[src/rtl/fact_ctrl_acc.sv]
// rtl/fact_ctrl_acc.sv - factorial control FSM and product accumulator
module fact_ctrl_acc #(
  parameter int WIDTH = 32,
  parameter int N_MAX = 12
) (
  input  logic             clk,
  input  logic             rst,
  input  logic             go,
  input  logic [3:0]       n,
  input  logic [3:0]       cnt_q,
  output logic             load_cnt,
  output logic             cnt_en,
  output logic [3:0]       cnt_d,
  output logic [WIDTH-1:0] product,
  output logic             busy,
  output logic             done,
  output logic             err
);

  typedef enum logic [1:0] {
    S_IDLE = 2'd0,
    S_RUN  = 2'd1,
    S_DONE = 2'd2,
    S_ERR  = 2'd3
  } state_t;

  localparam logic [3:0] N_LIMIT = 4'(N_MAX);

  state_t           state_q;
  state_t           state_d;
  logic             n_ok;
  logic             cnt_more;
  logic [WIDTH-1:0] prod_mul;

  assign n_ok     = (n <= N_LIMIT);
  assign cnt_more = (cnt_q > 4'd1);
  assign cnt_d    = n;
  // Single unsigned WIDTH x 4 multiply; only the low WIDTH bits are kept.
  assign prod_mul = product * {{(WIDTH-4){1'b0}}, cnt_q};

  // State register; async reset returns straight to IDLE.
  always_ff @(posedge clk or negedge rst) begin
    if (!rst) state_q <= S_IDLE;
    else      state_q <= state_d;
  end

  // Next-state decode and counter strobes / status flags.
  always_comb begin
    state_d  = state_q;
    load_cnt = 1'b0;
    cnt_en   = 1'b0;
    busy     = 1'b0;
    done     = 1'b0;
    err      = 1'b0;
    case (state_q)
      S_IDLE: begin
        if (go) begin
          if (n_ok) begin
            load_cnt = 1'b1;
            state_d  = S_RUN;
          end else begin
            state_d  = S_ERR;
          end
        end
      end
      S_RUN: begin
        busy = 1'b1;
        if (cnt_more) cnt_en  = 1'b1;
        else          state_d = S_DONE;
      end
      S_DONE: begin
        done = 1'b1;
        if (!go) state_d = S_IDLE;
      end
      S_ERR: begin
        err = 1'b1;
        if (!go) state_d = S_IDLE;
      end
      default: state_d = S_IDLE;
    endcase
    // The counter must see no strobes while reset is asserted.
    if (!rst) begin
      load_cnt = 1'b0;
      cnt_en   = 1'b0;
    end
  end

  // Product accumulator: seeded on accept, multiplied while the count exceeds 1.
  always_ff @(posedge clk or negedge rst) begin
    if (!rst) begin
      product <= '0;
    end else begin
      case (state_q)
        S_IDLE: if (go) product <= n_ok ? WIDTH'(1) : '0;
        S_RUN:  if (cnt_more) product <= prod_mul;
        S_ERR:  product <= '0;
        default: product <= product;
      endcase
    end
  end

endmodule
[config.mk]
export PLATFORM = sky130hd
export DESIGN_NAME = fact_ctrl_acc
export DESIGN_NICKNAME = d
export VERILOG_FILES = /design/src/rtl/fact_ctrl_acc.sv
export SDC_FILE = /design/constraint.sdc
export NUM_CORES = 1
export LEC_CHECK = 0
export ABC_CLOCK_PERIOD_IN_PS = 6900
export CORE_UTILIZATION = 30
export CTS_CLUSTER_DIAMETER = 50
export DETAILED_ROUTE_END_ITERATION = 8
export PLACE_DENSITY = 0.45
export SETUP_SLACK_MARGIN = 0.5
export SYNTH_ARGS = -nofsm -noshare
export SYNTH_HDL_FRONTEND = slang
export SYNTH_SLANG_ARGS = --single-unit
[constraint.sdc]
create_clock -name clk -period 6.9 [get_ports clk]
set_clock_uncertainty 0.05 [all_clocks]
set_input_delay 1.035 -clock clk [delete_from_list [all_inputs] [get_ports clk]]
set_output_delay 1.035 -clock clk [all_outputs]
set_load 0.01 [all_outputs]
Word-level counts from Yosys, hierarchy flattened
Cells that the tools add are included.
{ "word_totals": {"word_cells": 36, "ff_bits": 34, "input_bits": 11} }
{ "op_classes": {"n_eq_ne": 7, "reduce_logical": 5, "order_cmp": 2, "n_mux": 19, "mul": 1} }
{ "ops": {"columns": ["op", "count"], "rows": [
  ["$pmux 32 s3", 1],
  ["$mux 32", 2],
  ["$mul 32x4->32", 1],
  ["$mux 1", 11],
  ["$mux 2", 4],
  ["$ne 2x2->1 const B", 4],
  ["$pmux 2 s3", 1],
  ["$reduce_and 3->1", 2],
  ["$eq 2x2->1 const B", 2],
  ["$gt 4x1->1 const B", 1],
  ["$le 4x4->1 const B", 1],
  ["$reduce_bool 3->1", 1],
  ["$eq 2x1->1 const B", 1],
  ["$logic_not 2->1", 1],
  ["$reduce_or 2->1", 1]
]} }

Logic depth before layout (Yosys ltp)
{ "depth": {"ltp_word": 5, "depth_mapped": 15, "mapped_depth_nobuf": 12} }

Least setup slack after synthesis
No wires, ideal clock.
{ "synth_timing": {"path_kind": "in2reg", "from": "input port cnt_q[3]", "to": "register product[30]", "path_buffers": 2, "arrival_time_ps": 4604, "required_ps": 6728, "stages": 13, "setup_time_ps": 122, "path_slack_ps": 2125, "cell_sequence": "clkbuf_1 clkbuf_1 nand2_1 fa_1 fa_1 inv_1 fa_1 a21o_2 a221o_1 a311o_2 a31oi_1 o21ai_1 a32o_1"} }
{ "synth_via": {"elab_chain_len": 3, "word_cells_on_any_way": 6, "classes_between": "1 x mul; 1 x order compare; 1 x eq/ne; 2 x mux; 1 x reduce/logical"} }
{ "synth_rtl": {"columns": ["element", "line", "rtl"], "rows": [
  ["start, declared", "10", "input logic [3:0] cnt_q,"],
  ["$mul 32x4->32 / $gt 4x1->1 (equally long branches)", "39, 36", null],
  ["$mux 32 / $ne 2x2->1 (equally long branches)", null, null],
  ["$pmux 32 s3 / $reduce_and 3->1 (equally long branches)", null, null],
  ["end signal, assigned", "94", "S_IDLE: if (go) product <= n_ok ? WIDTH'(1) : '0;"],
  ["end signal, assigned", "95", "S_RUN: if (cnt_more) product <= prod_mul;"],
  ["end signal, assigned", "97", "default: product <= product;"],
  ["end, declared", "14", "output logic [WIDTH-1:0] product,"]
]} }
Several ways; a longest one is shown, not always the timed one. The select of a mux whose other input is x is not followed.
A chain may end at the register's enable or synchronous reset.

Worst setup path after layout
{ "layout_timing": {"from": "input port cnt_q[2]", "to": "register product[30]"} }
The elaborated chain is that of the path after synthesis.

==> out/results.txt <==
End-of-flow core utilization: 0.352
Total I/O pin count: 52
Number of instances resized during post-cts repair: 0
Signal arrival time at the worst endpoint: 5510 ps
Synthesis-to-finish area growth: 14.6%
Sink count of the clock tree: 34
Final Wtd Congestion: 0.824
Violations in the final reports: design-rule violations
Routed wire per std cell: 16.5 um
Max-Cap Viols: 0
Internal reg-to-reg setup slack: 2840 ps
Inserted Clock Buffers: 5
Half-perimeter wire length after placement: 12.1 mm
Largest buffer count on any clock path: 2
Clock Pin Slew Worst Setup and Hold Paths: 60 ps
Remaining global-route overflow: 0
Final routed wirelength across all metal layers: 15.7 mm
PnR worst setup slack: 1530 ps
Status: finished with violations
Ys Warns: 0
Pin count of the biggest net entering global routing: 46
Wire length of the first global-routing pass: 26.8 mm
Part of the power in registers: 0.190
Transition at the pin with the smallest max-transition slack: 871 ps
Net count, final: 832
Switching share of power: 0.511
Post-Synthesis Mean Instance Area: 7.94 sq um
Startpoint of the lowest-slack hold path: state_q[1]
Main flop type after synthesis: sky130_fd_sc_hd__dfrtp_1
Post-synth ARST share: 1.00
Initial cell density of the core: 0.308
Proportion of synthesized chip area in sequential cells: 0.153
Total setup violations reported at the end of the flow: 0
Placeable core region: 0.0181 sq mm
Count of vias placed by the detailed router: 4,785
Total nets after synthesis: 806
Type of destination of the critical path: register
Reported net switching power: 0.00106 W
Clock latency reported for the late side of the worst-skew pair: 290 ps
Number of antenna-violating nets in the routed design: 0
Placement Cell Area: 0.00621 sq mm
PnR Total Power: 0.00208 W
Layout cell share with drive strength beyond 1: 0.0412
DIE AREA: 0.0191 sq mm
Power Internal: 0.00102 W
Post-route minimum period: 5370 ps
Die X: 138 um
IO buf count: 51
Final number of hold-violating endpoints: 0
Netlist cell types: 67
Initial antenna violation count: 0
Die outline height: 138 um
Comb pwr share: 0.679
Tightest slew margin relative to the limit: 0.419
Final slew viol count: 0
Fmax: 0.186 GHz
Leakage power of the design: 3.08 nW
Clock root buffer: sky130_fd_sc_hd__clkbuf_16
Number of global-route vias before repair: 4,992
Violation count after the first detailed-routing iteration: 271
Worst setup path startpoint: cnt_q[2]
Buffer count from post-CTS setup fixing: 0
Netlist Area Pre-Place: 0.00556 sq mm
Gate count after technology mapping: 701
Worst r2r dst: product[30]
Pre-antenna DRT Iters: 6
Max VDD drop: 99.7 uV
Kind of launch point of the worst setup path: input pin
Path type of the worst min-delay path: register to register
CTS Hold Buffers Added: 0
All-Layer GR Usage: 0.175
Launching point of the worst reg2reg path: product[3]
Areal power density over the cells: 326 mW/mm^2
Vias per Instance: 5.00
Worst Path Required: 7030 ps
Maximum fanout along the worst path: 17
Setup TNS: 0 ps
Synthesis-stage register bit count: 34
Dpl ws: 1140 ps
Number of cell rows: 49
RSZ-0062 raised after global routing: false
Reg2reg path depth: 12
Power share of the clock group: 0.131
Timing endpoint of the critical path: product[30]
Drt drc: 2
Worst Path Class, Setup: input pin to register
CTS tree: yes
Post-synth EDFFs: 0
Max H-tree Level: 2
Period Utilization, post-route: 0.779
Final design instance area without fill: 0.00637 sq mm
# diodes: 0
cell type report:
class / instances / area [sq um]
clock buffer: 5 / 125
clock inverter: 3 / 40.0
fill: 1933 / 11700
inverter: 117 / 439
multi-input combinational: 511 / 4080
sequential: 34 / 851
tap: 229 / 287
timing repair buffer: 58 / 558
cells in the final DEF, fill, tap and decap left out, types with 3 or more instances in the layout:
cell type,n
sky130_fd_sc_hd__nor2_1,19
sky130_fd_sc_hd__fa_1,57
sky130_fd_sc_hd__o211ai_1,6
sky130_fd_sc_hd__a31oi_1,6
sky130_fd_sc_hd__and2_1,92
sky130_fd_sc_hd__mux2i_1,6
sky130_fd_sc_hd__a21boi_0,4
sky130_fd_sc_hd__ha_1,37
sky130_fd_sc_hd__inv_1,117
sky130_fd_sc_hd__nand4_1,6
sky130_fd_sc_hd__clkbuf_16,5
sky130_fd_sc_hd__dfrtp_1,34
sky130_fd_sc_hd__nor3_1,9
sky130_fd_sc_hd__clkdlybuf4s50_1,50
sky130_fd_sc_hd__and3_1,10
sky130_fd_sc_hd__a21o_1,7
sky130_fd_sc_hd__buf_4,7
sky130_fd_sc_hd__o21ai_0,29
sky130_fd_sc_hd__nand2_1,79
sky130_fd_sc_hd__nand3_1,28
sky130_fd_sc_hd__a21oi_1,30
sky130_fd_sc_hd__xor2_1,9
sky130_fd_sc_hd__or3_1,6
sky130_fd_sc_hd__xnor2_1,7
sky130_fd_sc_hd__o31ai_1,9
sky130_fd_sc_hd__a32o_1,3
sky130_fd_sc_hd__a21o_2,3
sky130_fd_sc_hd__o21a_1,3
sequential cells by signal (all words and copies together), names as in the netlist:
name	flops
product	32
state_q	2
cell usage after synthesis, types with 6 or more instances:
master                     number  share of area
sky130_fd_sc_hd__xnor2_1        7          0.011
sky130_fd_sc_hd__a31oi_1        6         0.0067
sky130_fd_sc_hd__a21o_1         7         0.0094
sky130_fd_sc_hd__dfrtp_1       34           0.15
sky130_fd_sc_hd__nor2_1        19          0.013
sky130_fd_sc_hd__mux2i_1        6          0.011
sky130_fd_sc_hd__o21ai_0       29          0.026
sky130_fd_sc_hd__inv_1        117          0.079
sky130_fd_sc_hd__ha_1          37          0.083
sky130_fd_sc_hd__and3_1        10          0.011
sky130_fd_sc_hd__o31ai_1        9          0.012
sky130_fd_sc_hd__a21oi_1       30          0.027
sky130_fd_sc_hd__or3_1          6         0.0067
sky130_fd_sc_hd__and2_1        92           0.10
sky130_fd_sc_hd__xor2_1         9          0.014
sky130_fd_sc_hd__nand4_1        6         0.0067
sky130_fd_sc_hd__clkbuf_1      28          0.019
sky130_fd_sc_hd__o211ai_1       6         0.0081
sky130_fd_sc_hd__nor3_1         9         0.0081
sky130_fd_sc_hd__fa_1          57           0.21
sky130_fd_sc_hd__nand2_1       79          0.053
sky130_fd_sc_hd__nand3_1       28          0.025
per-layer routing:
metal	part of all wire	routed length, um	vias up	GRT usage
li1	-	-	2330	-
met3	0.028	444	13	0.0197
met5	0	0	-	0
met1	0.48	7540	2378	0.235
met4	0.010	163	0	0.0378
met2	0.48	7600	64	0.301
cell families after synthesis:
family,share of synthesized area
compound gates,0.151
mux,0.0128
fa+ha+maj,0.288
flops,0.153
simple gates,0.251
xor+xnor,0.0292
buf+inv,0.115
worst min path at each step:
stage                            end  slack [ps]  cells past startpoint
after floorplan           state_q[1]         450                      2
after detailed placement  state_q[1]         500                      2
final                     state_q[1]         510                      2
after CTS                 state_q[1]         510                      2
after global placement    state_q[1]         480                      2
after global routing      state_q[1]         530                      2
per-stage QoR:
step / hold slack [ps] / instances
final: 508 / 957
after global routing: 534 / 957
after CTS: 512 / 957
after detailed placement: 499 / 949
after global placement: 478 / 949
after floorplan: 446 / 701
power by group through the flow:
stage	clock network (W)	logic (W)	registers, W
floorplan	0	0.00100	0.000376
global placement	0	0.00140	0.000400
detailed placement	0	0.00142	0.000402
CTS	0.000279	0.00143	0.000400
global route	0.000287	0.00160	0.000413
finish	0.000273	0.00141	0.000394
critical path, stage by stage:
cell and delay [ps]:
sky130_fd_sc_hd__clkdlybuf4s50_1 820, sky130_fd_sc_hd__buf_4 320, sky130_fd_sc_hd__nand2_1 100, sky130_fd_sc_hd__fa_1 490, sky130_fd_sc_hd__fa_1 550, sky130_fd_sc_hd__inv_1 70, sky130_fd_sc_hd__fa_1 460, sky130_fd_sc_hd__a21o_2 220
sky130_fd_sc_hd__a221o_1 370, sky130_fd_sc_hd__a311o_2 470, sky130_fd_sc_hd__a31oi_1 270, sky130_fd_sc_hd__o21ai_1 120, sky130_fd_sc_hd__a32o_1 220
Power figures use the tool's default switching activity.
